===== config.mk =====
export PLATFORM = sky130hd
export DESIGN_NAME = uart_frame_rx_flat
export DESIGN_NICKNAME = d
export VERILOG_FILES = /design/src/rtl/uart_frame_rx_pkg.sv /design/src/rtl/uart_frame_rx_if.sv /design/src/rtl/uart_frame_rx_timeout_ctr.sv /design/src/rtl/uart_frame_rx.sv /design/src/flat_wrapper.sv
export SDC_FILE = /design/constraint.sdc
export NUM_CORES = 1
export LEC_CHECK = 0
export BUFFER_PORTS_ARGS = -buffer_cell sky130_fd_sc_hd__buf_2
export CAP_MARGIN = 20
export CORE_MARGIN = 3
export CORE_UTILIZATION = 58
export CTS_CLUSTER_DIAMETER = 200
export DETAILED_ROUTE_END_ITERATION = 8
export PLACE_DENSITY = 0.86
export SLEW_MARGIN = 20
export SYNTH_ARGS = -nofsm -noshare
export SYNTH_HDL_FRONTEND = slang
export SYNTH_SLANG_ARGS = --single-unit

===== constraint.sdc =====
create_clock -name clk -period 3.6 [get_ports clk]
set_input_delay 1.08 -clock clk [delete_from_list [all_inputs] [get_ports clk]]
set_output_delay 1.08 -clock clk [all_outputs]
set_load 0.02 [all_outputs]

===== src/rtl/uart_frame_rx_pkg.sv =====
// Shared definitions for the UART framing stage: FSM state encoding,
// error codes reported on err_code, and the default frame start marker.
package uart_frame_rx_pkg;

  typedef enum logic [2:0] {
    HUNT    = 3'd0,
    LEN_HI  = 3'd1,
    LEN_LO  = 3'd2,
    PAYLOAD = 3'd3,
    CHECK   = 3'd4
  } state_t;

  localparam logic [1:0] ERR_LEN = 2'd1;
  localparam logic [1:0] ERR_CHK = 2'd2;
  localparam logic [1:0] ERR_TMO = 2'd3;

  localparam logic [7:0] DEFAULT_SYNC_BYTE = 8'hA5;

endpackage


===== src/rtl/uart_frame_rx_if.sv =====
// Byte-in / image-write-out bundle of the framing stage. Member prefixes are
// from the framer's point of view: i_ are driven into it, o_ come out of it.
interface uart_frame_rx_if #(
  parameter int ADDR_W = 10
);

  logic [7:0]        i_rx_data;
  logic              i_rx_done;
  logic              o_wr_en;
  logic [ADDR_W-1:0] o_wr_addr;
  logic [7:0]        o_wr_data;
  logic              o_frame_done;
  logic [15:0]       o_frame_len;
  logic              o_frame_err;
  logic [1:0]        o_err_code;
  logic              o_busy;

  modport master (
    output i_rx_data, i_rx_done,
    input  o_wr_en, o_wr_addr, o_wr_data, o_frame_done, o_frame_len,
    input  o_frame_err, o_err_code, o_busy
  );

  modport slave (
    input  i_rx_data, i_rx_done,
    output o_wr_en, o_wr_addr, o_wr_data, o_frame_done, o_frame_len,
    output o_frame_err, o_err_code, o_busy
  );

endinterface


===== src/rtl/uart_frame_rx_timeout_ctr.sv =====
// Inter-byte idle counter: counts enabled cycles since the last clear and
// flags expiry once TIMEOUT_CYC-1 idle cycles have been counted.
module frame_timeout_ctr #(
  parameter int TIMEOUT_CYC = 100000
) (
  input  logic clk,
  input  logic rst,
  input  logic i_clear,
  input  logic i_enable,
  output logic o_expire
);

  localparam int CW = $clog2(TIMEOUT_CYC) + 1;

  logic [CW-1:0] r_count;

  always_ff @(posedge clk) begin
    if (rst || i_clear) begin
      r_count <= '0;
    end else if (i_enable) begin
      r_count <= r_count + CW'(1);
    end
  end

  assign o_expire = (r_count == CW'(TIMEOUT_CYC - 1));

endmodule


===== src/rtl/uart_frame_rx.sv =====
// Frame parser between the UART byte receiver and the image buffer: hunts for
// the sync byte, reads a big-endian length, writes the payload, checks the XOR.
module uart_frame_rx
  import uart_frame_rx_pkg::*;
#(
  parameter int         ADDR_W      = 10,
  parameter int         MAX_LEN     = 1024,
  parameter logic [7:0] SYNC_BYTE   = DEFAULT_SYNC_BYTE,
  parameter int         TIMEOUT_CYC = 100000
) (
  input  logic            clk,
  input  logic            rst,
  uart_frame_rx_if.slave  io_bus
);

  localparam logic [15:0] MAX_LEN_W = 16'(MAX_LEN);

  state_t            r_state;
  logic [15:0]       r_len;
  logic [15:0]       r_cnt;
  logic [7:0]        r_acc;
  logic              r_wr_en;
  logic [ADDR_W-1:0] r_wr_addr;
  logic [7:0]        r_wr_data;
  logic              r_frame_done;
  logic [15:0]       r_frame_len;
  logic              r_frame_err;
  logic [1:0]        r_err_code;
  logic              r_busy;

  logic [15:0]       w_len_new;
  logic              w_tmo_clear;
  logic              w_expire;

  assign w_len_new   = {r_len[15:8], io_bus.i_rx_data};
  // Idle time only counts inside a frame; any accepted byte restarts it.
  assign w_tmo_clear = io_bus.i_rx_done || !r_busy;

  frame_timeout_ctr #(
    .TIMEOUT_CYC (TIMEOUT_CYC)
  ) u_timeout (
    .clk      (clk),
    .rst      (rst),
    .i_clear  (w_tmo_clear),
    .i_enable (r_busy),
    .o_expire (w_expire)
  );

  always_ff @(posedge clk) begin
    if (rst) begin
      r_state      <= HUNT;
      r_len        <= '0;
      r_cnt        <= '0;
      r_acc        <= '0;
      r_wr_en      <= 1'b0;
      r_wr_addr    <= '0;
      r_wr_data    <= '0;
      r_frame_done <= 1'b0;
      r_frame_len  <= '0;
      r_frame_err  <= 1'b0;
      r_err_code   <= '0;
      r_busy       <= 1'b0;
    end else begin
      r_wr_en      <= 1'b0;
      r_frame_done <= 1'b0;
      r_frame_err  <= 1'b0;
      // A byte arriving on the expiry cycle takes priority over the timeout.
      if (io_bus.i_rx_done) begin
        unique case (r_state)
          HUNT: begin
            if (io_bus.i_rx_data == SYNC_BYTE) begin
              r_state <= LEN_HI;
              r_busy  <= 1'b1;
            end
          end
          LEN_HI: begin
            r_len   <= {io_bus.i_rx_data, r_len[7:0]};
            r_state <= LEN_LO;
          end
          LEN_LO: begin
            r_len <= w_len_new;
            if (w_len_new == 16'd0 || w_len_new > MAX_LEN_W) begin
              r_frame_err <= 1'b1;
              r_err_code  <= ERR_LEN;
              r_state     <= HUNT;
              r_busy      <= 1'b0;
            end else begin
              r_cnt   <= '0;
              r_acc   <= '0;
              r_state <= PAYLOAD;
            end
          end
          PAYLOAD: begin
            r_wr_en   <= 1'b1;
            r_wr_addr <= r_cnt[ADDR_W-1:0];
            r_wr_data <= io_bus.i_rx_data;
            r_acc     <= r_acc ^ io_bus.i_rx_data;
            r_cnt     <= r_cnt + 16'd1;
            if (r_cnt == r_len - 16'd1) begin
              r_state <= CHECK;
            end
          end
          CHECK: begin
            if (io_bus.i_rx_data == r_acc) begin
              r_frame_done <= 1'b1;
              r_frame_len  <= r_len;
            end else begin
              r_frame_err  <= 1'b1;
              r_err_code   <= ERR_CHK;
            end
            r_state <= HUNT;
            r_busy  <= 1'b0;
          end
          default: begin
            r_state <= HUNT;
            r_busy  <= 1'b0;
          end
        endcase
      end else if (w_expire && r_busy) begin
        r_frame_err <= 1'b1;
        r_err_code  <= ERR_TMO;
        r_state     <= HUNT;
        r_busy      <= 1'b0;
      end
    end
  end

  assign io_bus.o_wr_en      = r_wr_en;
  assign io_bus.o_wr_addr    = r_wr_addr;
  assign io_bus.o_wr_data    = r_wr_data;
  assign io_bus.o_frame_done = r_frame_done;
  assign io_bus.o_frame_len  = r_frame_len;
  assign io_bus.o_frame_err  = r_frame_err;
  assign io_bus.o_err_code   = r_err_code;
  assign io_bus.o_busy       = r_busy;

endmodule


===== src/flat_wrapper.sv =====
// flat-port wrapper written by rule: the top's interface ports become plain ports
module uart_frame_rx_flat import uart_frame_rx_pkg::*;
#(
  parameter int         ADDR_W      = 10,
  parameter int         MAX_LEN     = 1024,
  parameter logic [7:0] SYNC_BYTE   = DEFAULT_SYNC_BYTE,
  parameter int         TIMEOUT_CYC = 100000
)
  (clk, rst, io_bus_i_rx_data, io_bus_i_rx_done, io_bus_o_wr_en, io_bus_o_wr_addr, io_bus_o_wr_data, io_bus_o_frame_done, io_bus_o_frame_len, io_bus_o_frame_err, io_bus_o_err_code, io_bus_o_busy);
  uart_frame_rx_if #(.ADDR_W(ADDR_W)) io_bus_i ();
  input  logic clk;
  input  logic rst;
  input wire logic [$bits(io_bus_i.i_rx_data)-1:0] io_bus_i_rx_data;
  input wire logic [$bits(io_bus_i.i_rx_done)-1:0] io_bus_i_rx_done;
  output wire logic [$bits(io_bus_i.o_wr_en)-1:0] io_bus_o_wr_en;
  output wire logic [$bits(io_bus_i.o_wr_addr)-1:0] io_bus_o_wr_addr;
  output wire logic [$bits(io_bus_i.o_wr_data)-1:0] io_bus_o_wr_data;
  output wire logic [$bits(io_bus_i.o_frame_done)-1:0] io_bus_o_frame_done;
  output wire logic [$bits(io_bus_i.o_frame_len)-1:0] io_bus_o_frame_len;
  output wire logic [$bits(io_bus_i.o_frame_err)-1:0] io_bus_o_frame_err;
  output wire logic [$bits(io_bus_i.o_err_code)-1:0] io_bus_o_err_code;
  output wire logic [$bits(io_bus_i.o_busy)-1:0] io_bus_o_busy;
  assign io_bus_i.i_rx_data = io_bus_i_rx_data;
  assign io_bus_i.i_rx_done = io_bus_i_rx_done;
  assign io_bus_o_wr_en = io_bus_i.o_wr_en;
  assign io_bus_o_wr_addr = io_bus_i.o_wr_addr;
  assign io_bus_o_wr_data = io_bus_i.o_wr_data;
  assign io_bus_o_frame_done = io_bus_i.o_frame_done;
  assign io_bus_o_frame_len = io_bus_i.o_frame_len;
  assign io_bus_o_frame_err = io_bus_i.o_frame_err;
  assign io_bus_o_err_code = io_bus_i.o_err_code;
  assign io_bus_o_busy = io_bus_i.o_busy;
  uart_frame_rx #(.ADDR_W(ADDR_W), .MAX_LEN(MAX_LEN), .SYNC_BYTE(SYNC_BYTE), .TIMEOUT_CYC(TIMEOUT_CYC)) u_core (.clk(clk), .rst(rst), .io_bus(io_bus_i));
endmodule

Word-level counts from Yosys, hierarchy flattened

Cells that the tools add are included.

$add $sub $neg: 3
$lt $le $gt $ge: 1
Equality and inequality tests: 15
Muxes and demuxes: 28
Bitwise operators: 5
Reduce and logical (&&, ||, !) cells: 20

Operators with widths:

| operator              | count |
|---|---|
| $pmux 16 s2           | 2 |
| $add 18x1->18 const B | 1 |
| $eq 18x17->1 const B  | 1 |
| $add 16x1->16 const B | 1 |
| $eq 16x16->1          | 1 |
| $gt 16x11->1 const B  | 1 |
| $logic_not 16->1      | 1 |
| $mux 16               | 1 |
| $pmux 8 s2            | 1 |
| $sub 16x1->16 const B | 1 |
| $reduce_and 3->1      | 5 |
| $mux 3                | 4 |
| $pmux 3 s4            | 1 |
| $mux 1                | 10 |
| $mux 2                | 5 |
| $ne 3x2->1 const B    | 3 |
| $eq 8x8->1            | 1 |
| $eq 8x8->1 const B    | 1 |
| $mux 8                | 1 |
| $reduce_and 4->1      | 2 |
| $xor 8x8->8           | 1 |
| $eq 3x2->1 const B    | 2 |
| $ne 2x2->1 const B    | 2 |
| $not 1->1             | 4 |
| 15 further kinds      | 19 |

Register bits after elaboration: 101
Bits of input ports: 11
Output and inout port bits: 40
Logic and storage cells: 86

Logic depth before layout (Yosys ltp)

Depth after elaboration: 5
Depth in mapped cells: 9
Gate-level depth less buffers: 8

By module

From an unflattened synthesis, not the netlist that was laid out.

Cells, all modules: 603
Area, all modules: 4931.0 µm²

By module, submodules not included:

| module            | times used | cells an instance | area each (µm²) | seq. area each (µm²) |
|---|---|---|---|---|
| uart_frame_rx     | 1          | 503               | 4083.9          | 1661.6 |
| frame_timeout_ctr | 1          | 100               | 847.1           | 360.3 |

Least setup slack after synthesis

Ideal clock, no wire load.

Kind: input to register
From: input io_bus_i_rx_data[0]
To: register u_core.r_acc[3]
Data arrival time: 3060 ps
Path slack: 413 ps
Stages: 9
Path buffers: 3
Cells stage by stage: buf_2 or4_1 or4_1 a311o_1 buf_6 buf_6 nand3_1 xor2_1 nor2_1

Cells in the longest elaborated chain, start to end: 4
Elaborated cells between the ends (all ways): 5
Those cells by class: order compare: 1; eq/ne: 1; reduce/logical: 3

Ends and longest elaborated chain:

| item                                                    | RTL line            | text |
|---|---|---|
| start: declaration                                      | flat_wrapper.sv:13  | `input wire logic [$bits(io_bus_i.i_rx_data)-1:0] io_bus_i_rx_data;` |
| $gt 16x11->1 / $logic_not 16->1 (equally long branches) | uart_frame_rx.sv:82 | `if (w_len_new == 16'd0 \|\| w_len_new > MAX_LEN_W) begin` |
| $logic_or 1x1->1 *                                      | uart_frame_rx.sv:82 |  |
| $ne 2x2->1 (no source line) *                           | --                  |  |
| $reduce_and 3->1 (no source line) *                     | --                  |  |
| end signal: assignment                                  | uart_frame_rx.sv:97 | `r_acc <= r_acc ^ io_bus.i_rx_data;` |
| end: declaration                                        | uart_frame_rx.sv:21 | `logic [7:0] r_acc;` |

Every way passes the cells marked *; elsewhere a longest branch is shown, timed or not.
A chain may end at the register's enable or synchronous reset.

Worst setup path in the final report

From: input io_bus_i_rx_data[1]
To: register u_core.r_cnt[2]

Cells in the longest elaborated chain, start to end: 4
Elaborated cells between the ends (all ways): 5
Those cells by class: order compare: 1; eq/ne: 1; reduce/logical: 3

Ends and longest elaborated chain:

| item                                                    | RTL line            | text |
|---|---|---|
| $gt 16x11->1 / $logic_not 16->1 (equally long branches) | uart_frame_rx.sv:82 |  |
| $logic_or 1x1->1 *                                      | uart_frame_rx.sv:82 |  |
| $ne 2x2->1 (no source line) *                           | --                  |  |
| $reduce_and 3->1 (no source line) *                     | --                  |  |
| end signal: assignment                                  | uart_frame_rx.sv:98 | `r_cnt <= r_cnt + 16'd1;` |
| end: declaration                                        | uart_frame_rx.sv:20 | `logic [15:0] r_cnt;` |

Marked as above.

==> qor_table.md <==
| Parameter | This run |
|---|---|
| Outcome | complete, no violations |
| Peak VDD IR | 265 µV |
| Worst Hold End | u_core.io_bus.o_wr_addr[0] |
| Power Dens Cells | 386 mW/mm² |
| Total of endpoints with negative setup slack in the final report | 0 |
| Hold Crit Start | u_core.io_bus.o_wr_addr[0] |
| Vias per std cell | 5.69 |
| Aggregate global routing overflow | 0 |
| Number of max-slew violations in the final report | 0 |
| Shortest clock period the worst path allows after layout | 3.12 ns |
| Number of nets with antenna violations after routing | 0 |
| Kind of start point of the critical path | input port |
| Fraction of the mapped netlist area in adder cells | 0.803% |
| Setup TNS after final layout | 0 ns |
| Total clock buffers created by CTS | 9 |
| Count of buffers added by post-CTS timing repair for setup | 0 |
| Share of synthesized area occupied by flip-flops and latches | 43.3% |
| Main combinational cell family by area after synthesis | simple AND/OR/NAND/NOR gates |
| Type of the worst min-delay path | reg -> reg |
| Post-synthesis simple-gate area fraction | 27.5% |
| Final worst-path cycle share | 86.6% |
| Library cell used as clock root buffer | clkbuf_8 |
| Wire length of the first global-routing pass | 18,100 µm |
| Final GP Congestion | 0.904 |
| Setup repair after global routing missed its margin | false |
| Post-cts repair resize count | 0 |
| 1st-iter DRT viols | 278 |
| Clk_lat worst skew | 0.37 ns |
| GR Layer Usage met1 | 34.0% |
| Nets | 611 |
| Area share of the largest cell type after synthesis | 43.3% |
| Fraction of met2 tracks used by global routing | 39.5% |
| Headroom to the max-slew limit | 48.4% |
| IO Port Bufs | 50 |
| Instance area at placement | 0.00499 mm² |
| Internal reg-to-reg setup slack | 0.93 ns |
| Depth of the worst register-to-register path | 8 |
| Required arrival time at the worst endpoint | 3.85 ns |
| Average cell area after synthesis | 8.38 µm² |
| Fraction of layout cells with a size suffix above 1 | 14.8% |
| Critical Setup Path Class | in -> reg |
| Site Rows | 32 |
| CTS max path bufs | 2 |
| DRC errors left | 0 |
| Pin count of the biggest net entering global routing | 39 |
| Global Route met3 Usage | 3.52% |
| Tightest Pin Transition | 0.772 ns |
| Static leakage power | 2.11 nW |
| Largest area contributor in the synthesized netlist | dfxtp_1 |
| Post-synthesis mux area share | 3.00% |
| Initial core utilization | 60.2% |
| Vias after detailed routing | 4,007 |
| Diode insertion count for antenna repair | 0 |
| First-pass detailed-route iteration total | 4 |
| Peak-usage layer in the global routing report | met2 |
| Biggest area contributors in the synthesized netlist | dfxtp_1 43%, xor2_1 8.4%, nand2_1 7.2% |
| Die footprint | 0.00917 mm² |
| Total count of hold-check failures in the final report | 0 |
| Initial antenna violation count | 0 |
| Count of pins on the block boundary | 51 |
| Synthesized area | 0.00467 mm² |
| Yosys warning count | 0 |
| FF+latch count, synth | 101 |
| WL per Instance | 15.2 µm |
| Data arrival time of the critical path | 3.37 ns |
| Number of global-route vias before repair | 3,878 |
| Endpoint of the worst register-to-register path | u_core.r_state[1] |
| Syn Nets | 572 |
| P&R area growth vs syn | 10.5% |
| Critical path capture point type | register |
| Top fanout value on the critical path | 16 |
| CTS H-Tree Depth | 3 |
| Clock transition at the register clock pins on the worst setup and hold paths after CTS | 0.10 ns |
| Max Clock Freq | 0.321 GHz |
| Clock tree from TritonCTS | yes |
| Hold depth | 2 |
| Count of unique library cells instantiated by Yosys | 51 |
| Detailed-route wire length | 10,700 µm |
| Height of the chip | 95.8 µm |
| Launching point of the worst reg2reg path | u_core.r_len[0] |
| Core Box Area | 0.00777 mm² |
| Final instance area | 0.00516 mm² |
| # hold bufs at CTS | 0 |
| Area fraction in compound gates after synthesis | 10.1% |
| Largest clock skew in the final design | 0.0114 ns |
| Cells after Synth | 558 |
| Post-DP HPWL | 7710 µm |
| Synth Area in XOR/XNOR | 12.0% |
| Die span in x | 95.8 µm |
| Number of clock sinks | 101 |
| MaxCap Viol Count | 0 |
| Gr usage total | 24.9% |
## per-stage QoR
stage          std cells  power (mW)  hold WS [ns]  util (%)  setup WS, ns
2_1_floorplan        558        1.31         0.418         -         0.413
3_3_place_gp         688        1.35         0.428      64.2         0.237
3_5_place_dp         688        1.36         0.446      64.2         0.174
4_1_cts              704        2.01         0.461      66.5         0.512
5_1_grt              704        2.07         0.486      66.5         0.398
6_report             704        1.99         0.459      66.5         0.482
## cells in the final DEF, fill, tap and decap left out, types with 4 or more instances in the layout
cell type	synthesis	layout
xnor2_1	19	19
mux2i_1	14	14
or4_1	8	8
nor2b_1	8	8
a21oi_1	48	48
nand2_1	90	90
o31ai_1	4	4
buf_4	0	10
clkbuf_8	0	9
nor3_1	6	6
xor2_1	45	45
nand3_2	4	4
and3_1	10	10
nand3_1	20	20
and2_1	7	7
nor4_1	6	6
dfxtp_1	101	101
nor2_1	70	70
nand4_1	12	12
buf_2	2	50
inv_1	5	5
## synth_stat cells (all sizes together)
cell,n
nand4,13
mux2i,14
a21oi,48
dfxtp,101
nand3,25
nor3,6
o21a,2
nand2,91
or2,2
nor2,70
o21ai,3
a311oi,1
nor4,6
clkbuf,26
and3,10
or3b,1
a2111oi,1
inv,5
or4,9
or3,1
a211oi,3
a221oi,2
buf,6
a211o,2
xor2,45
ha,3
and2,7
nand3b,3
and3b,1
nand2b,3
xnor2,19
and4,3
a21o,2
and4b,1
o31ai,5
nor3b,3
o211ai,2
a31o,1
a311o,2
o2111ai,1
nor2b,8
a21boi,1
## cell families (layout without fill, tap and decap cells)
family | Yosys count | after routing
multiplexers | 14 | 14
flip-flops | 101 | 101
adder cells (fa/ha/maj) | 3 | 3
AO/OA/AOI/OAI | 76 | 76
buffers and inverters | 37 | 81
AND/OR/NAND/NOR | 263 | 263
XOR/XNOR | 64 | 64
## worst max-delay path, cell delays in order
cell	delay [ns]
buf_2	0.14
or4_4	0.57
or4_1	0.57
a311o_1	0.38
buf_4	0.24
nand3_1	0.13
xor2_1	0.20
nor2_1	0.07
## registers in the layout, summed over array words and instances, names as in the netlist, 2 cells and up
signal and flops:
u_core.u_timeout.r_count 18, u_core.io_bus.o_frame_len 16, u_core.r_cnt 16, u_core.r_len 16, u_core.io_bus.o_wr_addr 10, u_core.io_bus.o_wr_data 8
u_core.r_acc 8, u_core.r_state 3, u_core.io_bus.o_err_code 2
## cell type report
class / instances / area (µm²)
clock inverter: 6 / 47.5
fill: 632 / 2600
tap: 102 / 128
clock buffer: 10 / 128
timing repair buffer: 60 / 325
inverter: 5 / 18.8
multi-input combinational: 420 / 2500
sequential: 101 / 2020
## worst max-delay path by stage
stage / from / end / slack (ns) / cells after the start
2_1_floorplan: io_bus_i_rx_data[0] / u_core.r_acc[3] / 0.41 / 9
3_3_place_gp: io_bus_i_rx_data[1] / u_core.r_cnt[7] / 0.24 / 8
3_5_place_dp: io_bus_i_rx_data[1] / u_core.r_acc[7] / 0.17 / 8
4_1_cts: io_bus_i_rx_data[1] / u_core.r_cnt[2] / 0.51 / 8
5_1_grt: io_bus_i_rx_data[1] / u_core.r_cnt[2] / 0.40 / 8
6_report: io_bus_i_rx_data[1] / u_core.r_cnt[2] / 0.48 / 8
## power breakdown
group          switching [mW]  internal (mW)  total (mW)
sequential             0.0191           1.13        1.15
clock                   0.400          0.258       0.657
combinational           0.116         0.0697       0.186
total                   0.535           1.46        1.99
## per-layer routing
layer | routed length, µm | vias up
met4 | 194 | 0
met3 | 720 | 19
met1 | 4720 | 1896
met5 | 0 | -
met2 | 5100 | 115
li1 | - | 1977
Power figures use the tool's default switching activity.
